<file path="src/rtl/imm_extend_pipe.sv">
// Immediate extension stage with a 2-entry in-order output buffer.
// The extended result is computed combinationally from in_imm/in_mode and the
// result (not the raw field) is what gets buffered. in_ready depends only on
// registered occupancy, so there is no combinational path from out_ready.
module imm_extend_pipe #(
  parameter int unsigned IN_WIDTH  = 16,
  parameter int unsigned OUT_WIDTH = 32
) (
  input  logic                 clk,
  input  logic                 reset,
  input  logic                 in_valid,
  output logic                 in_ready,
  input  logic [IN_WIDTH-1:0]  in_imm,
  input  logic [1:0]           in_mode,
  output logic                 out_valid,
  input  logic                 out_ready,
  output logic [OUT_WIDTH-1:0] out_data,
  output logic [1:0]           occupancy
);

  // Branch mode shifts the sign-extended value left by two, so two spare
  // bits above the field are the minimum that keeps its sign meaningful.
  if (OUT_WIDTH < IN_WIDTH + 2) begin : g_width_check
    $error("imm_extend_pipe: OUT_WIDTH must be at least IN_WIDTH+2");
  end

  localparam int unsigned ExtWidth = OUT_WIDTH - IN_WIDTH;

  typedef enum logic [1:0] {
    ModeSign   = 2'b00,
    ModeZero   = 2'b01,
    ModeUpper  = 2'b10,
    ModeBranch = 2'b11
  } mode_e;

  logic [OUT_WIDTH-1:0] sext;
  logic [OUT_WIDTH-1:0] zext;
  logic [OUT_WIDTH-1:0] upper;
  logic [OUT_WIDTH-1:0] branch;
  logic [OUT_WIDTH-1:0] ext_res;

  logic [OUT_WIDTH-1:0] slot0_q, slot0_d;  // head entry, drives out_data
  logic [OUT_WIDTH-1:0] slot1_q, slot1_d;  // second entry, valid only at count 2
  logic [1:0]           count_q, count_d;

  logic push;
  logic pop;

  // Handshake outputs come from registered state only.
  assign in_ready  = (count_q != 2'd2);
  assign out_valid = (count_q != 2'd0);
  assign out_data  = slot0_q;
  assign occupancy = count_q;

  assign push = in_valid && in_ready;
  assign pop  = out_valid && out_ready;

  // Extension candidates for each mode.
  always_comb begin
    sext   = {{ExtWidth{in_imm[IN_WIDTH-1]}}, in_imm};
    zext   = {{ExtWidth{1'b0}}, in_imm};
    upper  = {in_imm, {ExtWidth{1'b0}}};
    branch = {sext[OUT_WIDTH-3:0], 2'b00};
  end

  // Mode select for the value to be buffered.
  always_comb begin
    ext_res = sext;
    case (mode_e'(in_mode))
      ModeSign:   ext_res = sext;
      ModeZero:   ext_res = zext;
      ModeUpper:  ext_res = upper;
      ModeBranch: ext_res = branch;
      default:    ext_res = sext;
    endcase
  end

  // Buffer next state: the head always lives in slot0, so a retire shifts
  // slot1 forward and a concurrent accept at count 1 lands directly in slot0.
  always_comb begin
    slot0_d = slot0_q;
    slot1_d = slot1_q;
    count_d = count_q;
    case ({push, pop})
      2'b10: begin
        if (count_q == 2'd0) begin
          slot0_d = ext_res;
        end else begin
          slot1_d = ext_res;
        end
        count_d = count_q + 2'd1;
      end
      2'b01: begin
        slot0_d = slot1_q;
        count_d = count_q - 2'd1;
      end
      2'b11: begin
        // Only reachable at count 1: push needs count < 2, pop needs count > 0.
        slot0_d = ext_res;
      end
      default: begin
      end
    endcase
  end

  // State registers; reset wins over any accept or retire on the same edge.
  always_ff @(posedge clk) begin
    if (reset) begin
      slot0_q <= '0;
      slot1_q <= '0;
      count_q <= 2'd0;
    end else begin
      slot0_q <= slot0_d;
      slot1_q <= slot1_d;
      count_q <= count_d;
    end
  end

endmodule

</file>
<file path="config.mk">
export PLATFORM = sky130hd
export DESIGN_NAME = imm_extend_pipe
export DESIGN_NICKNAME = d
export VERILOG_FILES = /design/src/rtl/imm_extend_pipe.sv
export SDC_FILE = /design/constraint.sdc
export NUM_CORES = 1
export LEC_CHECK = 0
export ABC_AREA = 1
export CAP_MARGIN = 10
export CORE_ASPECT_RATIO = 0.6
export CORE_MARGIN = 4
export CORE_UTILIZATION = 35
export CTS_BUF_LIST = sky130_fd_sc_hd__clkbuf_16
export CTS_CLUSTER_SIZE = 16
export DETAILED_ROUTE_END_ITERATION = 10
export GPL_TIMING_DRIVEN = 0
export MAX_ROUTING_LAYER = met4
export PLACE_DENSITY = 0.54
export SETUP_SLACK_MARGIN = 0.05
export SYNTH_ARGS = -nofsm -noshare
export SYNTH_HDL_FRONTEND = slang
export SYNTH_SLANG_ARGS = --single-unit
</file>
<file path="constraint.sdc">
create_clock -name clk -period 2.12 [get_ports clk]
set_input_delay 0.212 -clock clk [delete_from_list [all_inputs] [get_ports clk]]
set_output_delay 0.212 -clock clk [all_outputs]
set_load 0.01 [all_outputs]
</file>
==> flow_summary_export.csv, run 1 <==
group,metric,value,unit
global_route,antenna_found_initial,0,
global_route,grtUsageTotal,0.209,
run,maxCapViolCount,0,
worst_setup_path,slowest_delay,350,ps
clock_tree,cts_tree,"yes",
routing,dr.pass1.iters,5,
placed_design,place_ws,-423,ps
worst_setup_path,crit_slowest_cell,"dfxtp_4",
sta,min_period,1970,ps
logic_synthesis,synth_area_per_cell,6.68,sq um
placed_design,dpl_cell_area,0.00414,sq mm
sta,worst_pin_slew,556,ps
logic_synthesis,synth.cell_area,0.00344,sq mm
logic_synthesis,synth-seq-area-share,0.384,
sta,fin_ws,153,ps
sta,finalSetupViolCount,0,
logic_synthesis,synth_seq_cells,66,
routing,wirelength_met1,6040,um
placed_design,dp_cells,699,
placed_design,hpwl,8300,um
finish,ff_latch_area,0.00133,sq mm
worst_setup_path,worstPathArrival,2190,ps
global_route,grt_pass1_wl,18100,um
worst_setup_path,cp_max_fo,10,
run_status,outcome,"complete, no violations",
worst_hold_path,hold_class,"input pin to flip-flop",
global_route,grt_max_degree,12,
placed_design,portBuffers,54,
sta,finClkSkew,4.01,ps
power,pwr_density_cell,1160,mW/mm^2
routing,routed-wl-met3,612,um
clock_tree,cts_sinks,66,
die,start_util,0.368,
worst_setup_path,worstSetupPathDepth,13,
finish,finalCoreUtilization,0.482,
worst_setup_path,rr_worst_depth,13,
die,rows,27,
finish,fillers,981,
logic_synthesis,yosysWarnings,0,
power,finalPower,5.23,mW
logic_synthesis,yosysUniqueCellTypes,23,
die,die_h,84.8,um
clock_tree,clk_path_buf_depth,2,
clock_tree,cts_buffers,9,
finish,final_area,0.00451,sq mm
clock_tree,cts_root_buffer,"clkbuf_16",
worst_setup_path,cp-start-kind,"flip-flop",
global_route,grt_overflow_total,0,
worst_setup_path,path_cells,"inv_2 -> nand2_4 -> nand2_4 -> buf_6 -> buf_6 -> inv_1 -> ha_2 -> buf_6 -> buf_2 -> nand2_1 -> nand2_1 -> nor2_1 -> nor2_1",
finish,multiInputGateArea,0.00179,sq mm
clock_tree,cts_max_level,3,
sta,drv_slew,0,
sta,max_freq,508,MHz
logic_synthesis,synthCells,515,
finish,fin_nets,608,
power,leakage,2.09,nW
routing,drt_iter0_drc,222,
finish,final_cells,719,
routing,highest_layer,"met4",
die,die_w,136,um
worst_setup_path,cp-end-kind,"flip-flop",
sta,timing.hold.ws,261,ps
sta,period_share,0.928,
routing,wl_met2,4350,um
routing,vias_per_cell,5.02,
sta,setup_tns,0,ps
logic_synthesis,syn-num-nets,539,
finish,antenna_cells,0,
power,peakVddDrop,0.000428,V
die,die-area,0.0115,sq mm
clock_tree,clock_latency,330,ps
worst_setup_path,required,2340,ps
worst_setup_path,cp_top_family,"buffers and inverters",
clock_tree,clk_pin_slew,50,ps
worst_setup_path,worst-setup-path-type,"flip-flop to flip-flop",
finish,drive_above_1_share,0.131,
finish,area_growth,31.2,%
routing,vias,3608,
die,core-area,0.00936,sq mm
placed_design,place_congestion,0.890,
routing,wl_per_cell,15.5,um
sta,hold_violations,0,
routing,totalWireLength,11100,um
worst_setup_path,crit_path_frequent_cell,"buf_6",
routing,ant_nets,0,
sta,relSlewSlack,0.630,
routing,drc_errors,0,
worst_hold_path,min_path_cells,2,
sta,rsz0062_at_grt,"false",
die,io_pins,58,
worst_setup_path,path_buf_inv,6,
global_route,grt_pass1_vias,3457,
-- registers in the layout (all words and copies together), names as in the netlist --
name,flops
occupancy,2
out_data,32
slot1_q,32
-- kinds of logic after synthesis --
group           share of synthesized area
buf+inv                             0.104
flops                               0.384
simple gates                        0.369
compound gates                      0.135
fa+ha+maj                         0.00727
-- area by class of cell --
| cell class | instances | share of cell area |
|---|---|---|
| clock inverters | 7 | 0.0136 |
| well taps | 130 | 0.0360 |
| repair buffers | 58 | 0.126 |
| flip-flops and latches | 66 | 0.294 |
| multi-input cells | 382 | 0.396 |
| inverters | 27 | 0.0230 |
| plain buffers | 40 | 0.0602 |
| clock buffers | 9 | 0.0499 |
-- per-layer routing --
metal / vias to the layer above / track usage
met3: 14 / 0.0431
met1: 1687 / 0.312
met4: 0 / 0.0622
met5: - / -
met2: 95 / 0.277
li1: 1812 / -
-- synthesized netlist by cell type --
library cell	count	area share
inv_2	5	0.0055
nand3_4	1	0.0051
nand3b_1	21	0.046
nand2_1	137	0.15
nand3_1	54	0.079
inv_1	21	0.023
inv_4	1	0.0018
nand3_2	1	0.0029
o21ai_0	24	0.035
buf_1	1	0.0011
buf_4	10	0.022
clkbuf_1	6	0.0065
nor2_1	63	0.069
buf_6	6	0.020
nor3b_1	1	0.0022
a21oi_1	63	0.092
o21ai_1	6	0.0087
clkbuf_2	1	0.0015
ha_1	2	0.0073
nand2_2	3	0.0055
or2_2	6	0.011
dfxtp_1	66	0.38
buf_2	16	0.023
-- report_power, final --
part           internal (mW)  switching, mW
registers               1.55          0.146
logic                  0.940           1.14
clock network          0.897          0.558
-- path summary, 6_finish.rpt --
kind,startpoint,slack (ps),to
min,reset,260,slot1_q[5]
max,occupancy[0],150,out_data[1]
max reg2reg,occupancy[0],150,out_data[1]
min reg2reg,slot1_q[0],440,slot1_q[0]
-- cell usage in the layout, fill, tap and decap left out --
| cell | n |
|---|---|
| nand2_1 | 137 |
| dfxtp_1 | 64 |
| nor2_1 | 63 |
| a21oi_1 | 60 |
| nand3_1 | 54 |
| clkdlybuf4s50_1 | 54 |
| o21ai_0 | 24 |
| inv_1 | 22 |
| nand3b_1 | 21 |
| buf_4 | 15 |
| buf_2 | 15 |
| clkbuf_16 | 9 |
| buf_6 | 8 |
| o21ai_1 | 6 |
| or2_2 | 6 |
| inv_2 | 5 |
| clkbuf_1 | 5 |
| a21oi_2 | 3 |
| clkinv_2 | 3 |
| nand2_4 | 2 |
| dfxtp_4 | 2 |
| clkbuf_2 | 1 |
| inv_4 | 1 |
| nand3_4 | 1 |
| nand3_2 | 1 |
| nand2_2 | 1 |
| nor3b_2 | 1 |
| ha_1 | 1 |
| ha_2 | 1 |
| clkinv_4 | 1 |
| clkinv_1 | 1 |
| bufinv_16 | 1 |
-- what timing repair did --
action	in CTS	in global routing
resized for setup	12	7
hold buffers	0	0
endpoints found under the hold margin	0	0
setup endpoints to repair	31	21
pin swaps	0	1
setup buffers	3	1
No activity file was read; power rests on OpenSTA's default activity.
==> run 2, diff against run 1 <==
CORE_UTILIZATION = 53   (was 35)
PLACE_DENSITY = 0.81   (was 0.54)
==> flow_summary_export.csv, run 2 (synthesized netlist as in run 1, its figures left out) <==
group,metric,value,unit
clock_tree,cts_buffers,9,
die,rows,22,
placed_design,hpwl,7840,um
run,maxCapViolCount,0,
sta,period_share,0.942,
run_status,outcome,"complete, no violations",
sta,finClkSkew,6.39,ps
worst_hold_path,hold_class,"input pin to flip-flop",
worst_setup_path,cp-start-kind,"flip-flop",
routing,totalWireLength,10800,um
placed_design,dpl_cell_area,0.00409,sq mm
die,start_util,0.555,
global_route,grt_max_degree,13,
finish,area_growth,32.9,%
worst_setup_path,path_cells,"inv_1 -> nand2_4 -> nand2_4 -> buf_8 -> buf_6 -> inv_2 -> ha_2 -> buf_6 -> inv_2 -> buf_4 -> or2_2 -> a21oi_2 -> nor2_1",
finish,layout_commonest_cell,"nand2_1",
routing,ant_nets,0,
sta,worst_pin_slew,484,ps
worst_setup_path,worst-setup-path-type,"flip-flop to flip-flop",
worst_setup_path,worstPathArrival,2220,ps
clock_tree,cts_root_buffer,"clkbuf_16",
worst_setup_path,cp_top_family,"buffers and inverters",
global_route,grt_pass1_wl,17100,um
sta,max_freq,501,MHz
routing,drt_iter0_drc,385,
power,leakage,2.13,nW
clock_tree,clk_pin_slew,60,ps
worst_setup_path,required,2350,ps
sta,rsz0062_at_grt,"false",
clock_tree,postCtsHoldBufs,0,
placed_design,portBuffers,54,
finish,drive_above_1_share,0.149,
die,die_h,70.4,um
global_route,grt_pass1_vias,3440,
sta,hold_violations,0,
worst_setup_path,path_buf_inv,7,
clock_tree,cts_max_level,3,
worst_setup_path,crit_slowest_cell,"dfxtp_4",
sta,relSlewSlack,0.678,
routing,dr.pass1.iters,5,
worst_setup_path,slowest_delay,370,ps
global_route,grtUsageTotal,0.283,
die,die-area,0.00788,sq mm
clock_tree,clk_path_buf_depth,2,
clock_tree,cts_sinks,66,
clock_tree,clock_latency,330,ps
placed_design,place_congestion,0.987,
die,io_pins,58,
power,pwr_density_cell,1220,mW/mm^2
finish,final_area,0.00457,sq mm
die,core-area,0.00619,sq mm
finish,antenna_cells,0,
routing,vias_per_cell,5.58,
sta,min_period,2000,ps
sta,drv_slew,0,
routing,vias,3773,
routing,drc_errors,0,
routing,wl_per_cell,16.0,um
placed_design,place_ws,-352,ps
die,die_w,112,um
sta,fin_ws,122,ps
worst_setup_path,cp-end-kind,"flip-flop",
power,finalPower,5.58,mW
sta,setup_tns,0,ps
finish,fin_nets,611,
clock_tree,cts_tree,"yes",
sta,finalSetupViolCount,0,
global_route,grt_overflow_total,0,
finish,most-common-layout-cells,"nand2_1 (136), dfxtp_1 (64), nor2_1 (62), a21oi_1 (56)",
sta,timing.hold.ws,241,ps
power,peakVddDrop,0.000825,V
worst_setup_path,cp_max_fo,10,
global_route,antenna_found_initial,0,
[run 2: repair_timing]
item,4_1_cts,5_1_grt
resized for setup,16,15
cloned,0,1
pin swaps,1,3
buffers inserted,2,4
endpoints found under the setup margin,31,27
[run 2: stage by stage]
step	util	instances
floorplan	-	515
global placement	0.660	653
detailed placement	0.660	653
CTS	0.725	671
global route	0.738	676
finish	0.738	676
[run 2: final timing paths]
| check | from | end | slack, ps | cells past startpoint |
|---|---|---|---|---|
| min | reset | slot1_q[2] | 240 | 2 |
| max | occupancy[1] | out_data[7] | 120 | 13 |
| max reg2reg | occupancy[1] | out_data[7] | 120 | 13 |
| min reg2reg | slot1_q[0] | slot1_q[0] | 450 | 2 |
[run 2: cell type report]
class,instances,area [sq um]
Sequential cell,66,1330
Fill cell,505,1620
Clock buffer,9,225
Buffer,40,287
Multi-Input combinational cell,382,1810
Clock inverter,7,119
Inverter,27,104
Timing Repair Buffer,61,593
Tap cell,84,105
[run 2: per-layer routing]
metal  vias to the layer above  GRT usage  wire length (um)
li1                       1813          -                 -
met1                      1731      0.401              5000
met2                       206      0.414              4610
met3                        23     0.0511              1030
met4                         0     0.0813               187
met5                         -          -                 0
[run 2: worst reg2reg max path: stages, from the launching register on]
cell     delay [ps]
dfxtp_4         370
inv_1            70
nand2_4          80
nand2_4          60
buf_8           120
buf_6           130
inv_2            60
ha_2            180
buf_6           130
inv_2            70
buf_4           150
or2_2           280
a21oi_2         150
nor2_1           50
[run 2: power by group]
| group | switching (mW) | internal [mW] |
|---|---|---|
| logic | 1.19 | 0.980 |
| registers | 0.158 | 1.55 |
| clock network | 0.557 | 1.15 |
| total | 1.90 | 3.68 |
